File: src/rtl/store_drain_ctrl_pkg.sv
// rtl/store_drain_ctrl_pkg.sv - shared types and requester indices for the store drain sequencer
//
// Purpose: FSM state encoding and the fixed requester slot assignment used by
//          store_drain_ctrl, its arbiter, and the requesters that connect to it.
// Ports:   none (package).

package store_drain_ctrl_pkg;

    typedef enum logic [1:0] {
        IDLE  = 2'd0,
        ARB   = 2'd1,
        DRAIN = 2'd2,
        DONE  = 2'd3
    } drain_state_e;

    // Requester slot assignment on req_i / req_full_i / gnt_o.
    localparam int DRAIN_FENCE = 0;
    localparam int DRAIN_AMO   = 1;
    localparam int DRAIN_CSR   = 2;
    localparam int DRAIN_LOAD  = 3;

endpackage

File: src/rtl/store_drain_ctrl_arbiter.sv
// rtl/store_drain_ctrl_arbiter.sv - combinational round-robin pick for drain requesters
//
// Purpose: selects the first set request bit at or after ptr, wrapping around.
// Ports:
//   req   in  NR_REQ  request vector
//   ptr   in  IDX_W   highest-priority index for this pick
//   idx   out IDX_W   winning index (0 when valid is low)
//   valid out 1       at least one request is set

module drain_rr_arbiter #(
    parameter int NR_REQ = 4,
    localparam int IDX_W = (NR_REQ > 1) ? $clog2(NR_REQ) : 1
) (
    input  logic [NR_REQ-1:0] req,
    input  logic [IDX_W-1:0]  ptr,
    output logic [IDX_W-1:0]  idx,
    output logic              valid
);

    logic [IDX_W:0] w_pos;

    // Walk the requesters in priority order; the first hit wins.
    always_comb begin
        idx   = '0;
        valid = 1'b0;
        w_pos = '0;
        for (int i = 0; i < NR_REQ; i++) begin
            w_pos = {1'b0, ptr} + (IDX_W + 1)'(i);
            if (w_pos >= (IDX_W + 1)'(NR_REQ)) begin
                w_pos = w_pos - (IDX_W + 1)'(NR_REQ);
            end
            if (!valid && req[w_pos[IDX_W-1:0]]) begin
                valid = 1'b1;
                idx   = w_pos[IDX_W-1:0];
            end
        end
    end

endmodule

File: src/rtl/store_drain_ctrl.sv
// rtl/store_drain_ctrl.sv - store buffer drain sequencer with round-robin grant and watchdog
//
// Purpose: accepts drain requests (fence, AMO, CSR write, load hazard), blocks
//          further commits while draining, waits for the requested emptiness
//          level and then grants exactly one requester for one cycle.
// Ports:
//   clk_i                in  1       clock
//   rst_i                in  1       synchronous active-high reset
//   req_i                in  NR_REQ  level drain request per requester
//   req_full_i           in  NR_REQ  1 = wait for whole buffer empty, 0 = commit queue only
//   gnt_o                out NR_REQ  one-hot one-cycle drain-complete grant
//   no_st_pending_i      in  1       commit queue empty
//   store_buffer_empty_i in  1       speculative and commit queues empty
//   block_commit_o       out 1       commit stage must hold off commit_i
//   busy_o               out 1       sequencer not idle
//   timeout_o            out 1       sticky watchdog flag
//   timeout_clr_i        in  1       clears timeout_o (wins over a same-cycle set)

module store_drain_ctrl
    import store_drain_ctrl_pkg::*;
#(
    parameter int NR_REQ    = 4,
    parameter int TIMEOUT_W = 10
) (
    input  logic              clk_i,
    input  logic              rst_i,
    input  logic [NR_REQ-1:0] req_i,
    input  logic [NR_REQ-1:0] req_full_i,
    output logic [NR_REQ-1:0] gnt_o,
    input  logic              no_st_pending_i,
    input  logic              store_buffer_empty_i,
    output logic              block_commit_o,
    output logic              busy_o,
    output logic              timeout_o,
    input  logic              timeout_clr_i
);

    localparam int IDX_W = (NR_REQ > 1) ? $clog2(NR_REQ) : 1;
    localparam logic [TIMEOUT_W-1:0] WD_MAX = '1;

    drain_state_e         r_state;
    drain_state_e         w_state_nxt;
    logic [IDX_W-1:0]     r_rr_ptr;
    logic [IDX_W-1:0]     r_win;
    logic                 r_full;
    logic [TIMEOUT_W-1:0] r_wd;
    logic                 r_timeout;

    logic [IDX_W-1:0]     w_arb_idx;
    logic                 w_arb_valid;
    logic                 w_drain_ok;
    logic                 w_wd_hit_max;

    drain_rr_arbiter #(
        .NR_REQ (NR_REQ)
    ) u_arb (
        .req   (req_i),
        .ptr   (r_rr_ptr),
        .idx   (w_arb_idx),
        .valid (w_arb_valid)
    );

    assign w_drain_ok   = r_full ? store_buffer_empty_i : no_st_pending_i;
    // Flag is raised only on the step into saturation, so clearing it while
    // the drain is still stuck does not immediately re-arm it.
    assign w_wd_hit_max = (r_state == DRAIN) && (r_wd == WD_MAX - TIMEOUT_W'(1));

    always_comb begin
        w_state_nxt    = r_state;
        gnt_o          = '0;
        block_commit_o = 1'b0;
        busy_o         = (r_state != IDLE);
        case (r_state)
            IDLE: begin
                if (|req_i) w_state_nxt = ARB;
            end
            ARB: begin
                // Requests may vanish before arbitration; fall back without latching.
                w_state_nxt = w_arb_valid ? DRAIN : IDLE;
            end
            DRAIN: begin
                block_commit_o = 1'b1;
                if (w_drain_ok) w_state_nxt = DONE;
            end
            DONE: begin
                block_commit_o = 1'b1;
                gnt_o[r_win]   = 1'b1;
                w_state_nxt    = IDLE;
            end
            default: w_state_nxt = IDLE;
        endcase
    end

    always_ff @(posedge clk_i) begin
        if (rst_i) begin
            r_state   <= IDLE;
            r_rr_ptr  <= '0;
            r_win     <= '0;
            r_full    <= 1'b0;
            r_wd      <= '0;
            r_timeout <= 1'b0;
        end else begin
            r_state <= w_state_nxt;

            if (r_state == ARB && w_arb_valid) begin
                r_win  <= w_arb_idx;
                r_full <= req_full_i[w_arb_idx];
            end

            if (r_state == DRAIN && r_wd != WD_MAX) begin
                r_wd <= r_wd + TIMEOUT_W'(1);
            end else if (r_state == DONE) begin
                r_wd     <= '0;
                r_rr_ptr <= (r_win == IDX_W'(NR_REQ - 1)) ? '0 : r_win + IDX_W'(1);
            end

            if (timeout_clr_i) begin
                r_timeout <= 1'b0;
            end else if (w_wd_hit_max) begin
                r_timeout <= 1'b1;
            end
        end
    end

    assign timeout_o = r_timeout;

endmodule

File: config.mk
export PLATFORM = sky130hd
export DESIGN_NAME = store_drain_ctrl
export DESIGN_NICKNAME = d
export VERILOG_FILES = /design/src/rtl/store_drain_ctrl_pkg.sv /design/src/rtl/store_drain_ctrl_arbiter.sv /design/src/rtl/store_drain_ctrl.sv
export SDC_FILE = /design/constraint.sdc
export NUM_CORES = 1
export LEC_CHECK = 0
export CAP_MARGIN = 10
export CORE_MARGIN = 3
export CORE_UTILIZATION = 46
export DETAILED_ROUTE_END_ITERATION = 8
export PLACE_DENSITY = 0.74
export SLEW_MARGIN = 20
export SYNTH_ARGS = -nofsm -noshare
export SYNTH_HDL_FRONTEND = slang
export SYNTH_SLANG_ARGS = --single-unit
File: constraint.sdc
create_clock -name clk_i -period 1.7 [get_ports clk_i]
set_clock_uncertainty 0.05 [all_clocks]
set_input_delay 0.51 -clock clk_i [delete_from_list [all_inputs] [get_ports clk_i]]
set_output_delay 0.51 -clock clk_i [all_outputs]
set_load 0.02 [all_outputs]
==> summary.txt, run 1 <==
Power
  • Tot Pwr: 960 µW
  • Maximum VDD drop: 410 µV
  • Pwr Density: 567 nW/µm²
  • Leakage: 0.000670 µW

Synth
  • Synthesized area: 1130 µm²
  • Seq/Total Area, Yosys: 32.0%
  • Mean post-synth cell area: 8.47 µm²
  • #FFs+latches synth: 18
  • Yosys Warn Count: 0
  • Synth cell types: 39
  • Post-Syn Nets: 152
  • Post-Synthesis Cells: 133

Worst setup path
  • Worst Setup End Kind: output pin
  • Worst path required time: 1.14 ns
  • Crit-path max FO: 3
  • Critical Path AT: 1.22 ns
  • CP startpoint kind: register
  • WS Path Type: reg2out

Clock network
  • CTS Buf Count: 3
  • CTS tree: yes
  • Htree depth: 1
  • Worst-skew pair later-pin latency: 0.29 ns
  • Hold buffer count at CTS: 0
  • CTS max path bufs: 2
  • Clk sinks: 18
  • Clock transition at path regs: 0.11 ns
  • Root buf cell: clkbuf_4

Die
  • Starting Density: 49.5%
  • Ports: 20
  • Core box area: 2280 µm²
  • Chip Height: 55.5 µm
  • Num rows: 17
  • Die Span X: 55.5 µm
  • Die area: 3080 µm²

GRT
  • Total gr overflow: 0
  • Largest net degree at the start of global routing: 17
  • First-pass GRT wire length: 4990 µm
  • GRT Overall Usage: 19.7%
  • M1 GR Usage: 21.8%
  • Met2 Usage GRT: 35.8%
  • Top Usage Layer GRT: met2
  • Antenna violations before repair: 0
  • Vias in the first global route: 1203
  • M3 GR Usage: 2.80%

Place
  • Final GP Congestion: 0.812
  • DP Wirelength: 2100 µm
  • Placed cells: 198
  • PortBufs: 19

STA
  • Worst Max-Slew Pin Slew: 0.324 ns
  • Final worst-path setup slack: -0.0803 ns
  • FMAX: 562 MHz
  • Final hold vios: 0
  • Rel. slew slack: 77.8%
  • Fin crit share: 105%
  • Slew Viols, Final: 0
  • RSZ-0062 raised after global routing: true
  • # setup viols final: 4
  • Min Clock Period, post-route: 1.78 ns

Cells and area
  • Final net count: 196
  • Fillcell total: 172
  • Area growth from synthesis to layout: 50.2%
  • Final non-filler cell total: 204
  • Seq. cell area: 374 µm²
  • Multi-input logic area: 831 µm²
  • Layout cells sized above 1: 40.3%
  • Number of inserted diodes: 0

Drt
  • Vias/cell: 5.61
  • WL/cell: 14.6 µm
  • Final wirelength: 2990 µm
  • Drc violations: 0
  • Via count: 1145
  • DR iter-0 viols: 33
  • Antenna-violating nets left: 0
  • DRT Pass-1 Iters: 4

Hold path
  • Hold Crit Class: reg2reg

Status
  • Failing checks: setup timing
  • Status: finished, violations left

Run
  • Max-Cap Viols: 0
## routing by layer
metal / share of wire [%] / vias to the layer above / wire length [µm]
met5: 0 / - / 0
met3: 4.0 / 12 / 120
met2: 52 / 31 / 1560
li1: - / 562 / -
met1: 40 / 540 / 1200
met4: 3.3 / 0 / 99
## sequential cells by signal, summed over array words and instances, names as in the netlist, named ones only
register and cells:
r_wd 10, r_win 2, timeout_o 1, r_rr_ptr 2, r_state 1, r_full 1
## critical path, cell delays in order (launching register included)
cell	delay, ns
dfxtp_2	0.36
buf_6	0.13
ha_4	0.14
and3_4	0.17
buf_6	0.12
## path summary, 6_finish.rpt
path	cells past startpoint	slack, ns	end	start
worst max register to register	6	0.04	r_wd[8]$_SDFFE_PP0P_	r_wd[6]$_SDFFE_PP0P_
worst max-delay path	4	-0.08	gnt_o[2]	r_win[1]$_SDFFE_PP0P_
worst min-delay path	2	0.49	r_rr_ptr[1]$_SDFFE_PP0P_	r_rr_ptr[1]$_SDFFE_PP0P_
worst min register to register	2	0.49	r_rr_ptr[1]$_SDFFE_PP0P_	r_rr_ptr[1]$_SDFFE_PP0P_
## layout make-up
type,instances,share of cell area [%]
Sequential cell,18,22.1
Clock buffer,4,2.14
Inverter,6,1.48
Timing Repair Buffer,46,23.1
Multi-Input combinational cell,102,49.1
Tap cell,28,2.07
## power by group
| part | switching [µW] | internal, µW |
|---|---|---|
| logic | 108 | 125 |
| clock network | 138 | 130 |
| registers | 22.3 | 437 |
## kinds of logic (layout without fill, tap and decap cells)
| logic type | Yosys count | after routing | synth area share, % |
|---|---|---|---|
| flops | 18 | 18 | 32.0 |
| buf+inv | 13 | 56 | 5.11 |
| fa+ha+maj | 6 | 6 | 6.67 |
| xor+xnor | 2 | 2 | 1.56 |
| simple gates | 58 | 58 | 28.0 |
| compound gates | 28 | 28 | 19.2 |
| mux | 8 | 8 | 7.44 |
## synth_stat cells
cell        n  area (µm²)
a31oi_1     3        18.8
a2bb2oi_1   2        17.5
buf_2       1        5.00
mux2i_1     5        50.1
and3_4      1        11.3
a211oi_2    1        12.5
buf_6       1        11.3
or4_1       1        7.51
o21ai_0     2        10.0
inv_1       6        22.5
nand2b_1    4        25.0
a211oi_1    1        7.51
nor3_1      3        15.0
dfxtp_1    18         360
xnor2_1     2        17.5
or3_1       1        6.26
and2_1      1        6.26
nand2_1     9        33.8
a41o_2      1        11.3
a2111oi_2   1        15.0
clkbuf_1    5        18.8
or2_2       1        6.26
nor2_1     18        67.6
nor2b_1     1        6.26
a21o_1      2        15.0
ha_1        6        75.1
o22ai_1     1        6.26
nand4b_4    1        23.8
a2111oi_0   1        8.76
mux2_2      3        33.8
a22oi_1     1        7.51
and4_1      1        8.76
a2111oi_4   1        27.5
and3_1      6        37.5
o221ai_1    1        8.76
nand3b_1    3        22.5
nand3_1     5        25.0
a21oi_1    10        50.1
nand4_1     2        12.5
## placed cells by master, fill, tap and decap left out, types with 3 or more instances in the layout
cell / netlist / layout
a21oi_1: 10 / 10
a31oi_1: 3 / 3
and3_4: 1 / 6
buf_4: 0 / 25
buf_6: 1 / 6
clkbuf_4: 0 / 3
clkdlybuf4s50_1: 0 / 8
dfxtp_1: 18 / 13
dfxtp_4: 0 / 3
dlygate4sd2_1: 0 / 4
ha_4: 0 / 3
inv_1: 6 / 4
mux2i_1: 5 / 5
nand2_1: 9 / 9
nand2b_1: 4 / 4
nand3_1: 5 / 5
nand3b_1: 3 / 3
nor2_1: 18 / 15
nor2_2: 0 / 3
nor3_1: 3 / 3
## repair_timing
action / in CTS / in global routing
endpoints found under the setup margin: 12 / 12
buffers inserted: 2 / 0
gates resized for setup: 60 / 14
hold endpoints to repair: 0 / 0
pin swaps: 7 / 5
## per-stage QoR
step	setup TNS, ns	utilization (%)	instance area (µm²)	setup slack [ns]	hold slack (ns)
global route	-0.517	74.3	1690	-0.112	0.511
CTS	-0.309	72.8	1660	-0.0844	0.485
detailed placement	-3.32	66.2	1510	-0.559	0.469
finish	-0.232	74.3	1690	-0.0803	0.490
global placement	-2.78	66.2	1510	-0.428	0.452
floorplan	0	-	1130	0.00849	0.431
No activity file was read; power rests on OpenSTA's default activity.
==> inputs of run 2 (changes only) <==
--- a/config.mk
+++ b/config.mk
@@ -8,6 +8,8 @@
 export CAP_MARGIN = 10
 export CORE_MARGIN = 3
 export CORE_UTILIZATION = 46
+export CTS_CLUSTER_DIAMETER = 120
+export CTS_CLUSTER_SIZE = 8
 export DETAILED_ROUTE_END_ITERATION = 8
 export PLACE_DENSITY = 0.74
 export SLEW_MARGIN = 20
==> results of run 2 <==
Same layout as run 1: the final DEF is identical, and so are final timing and power.
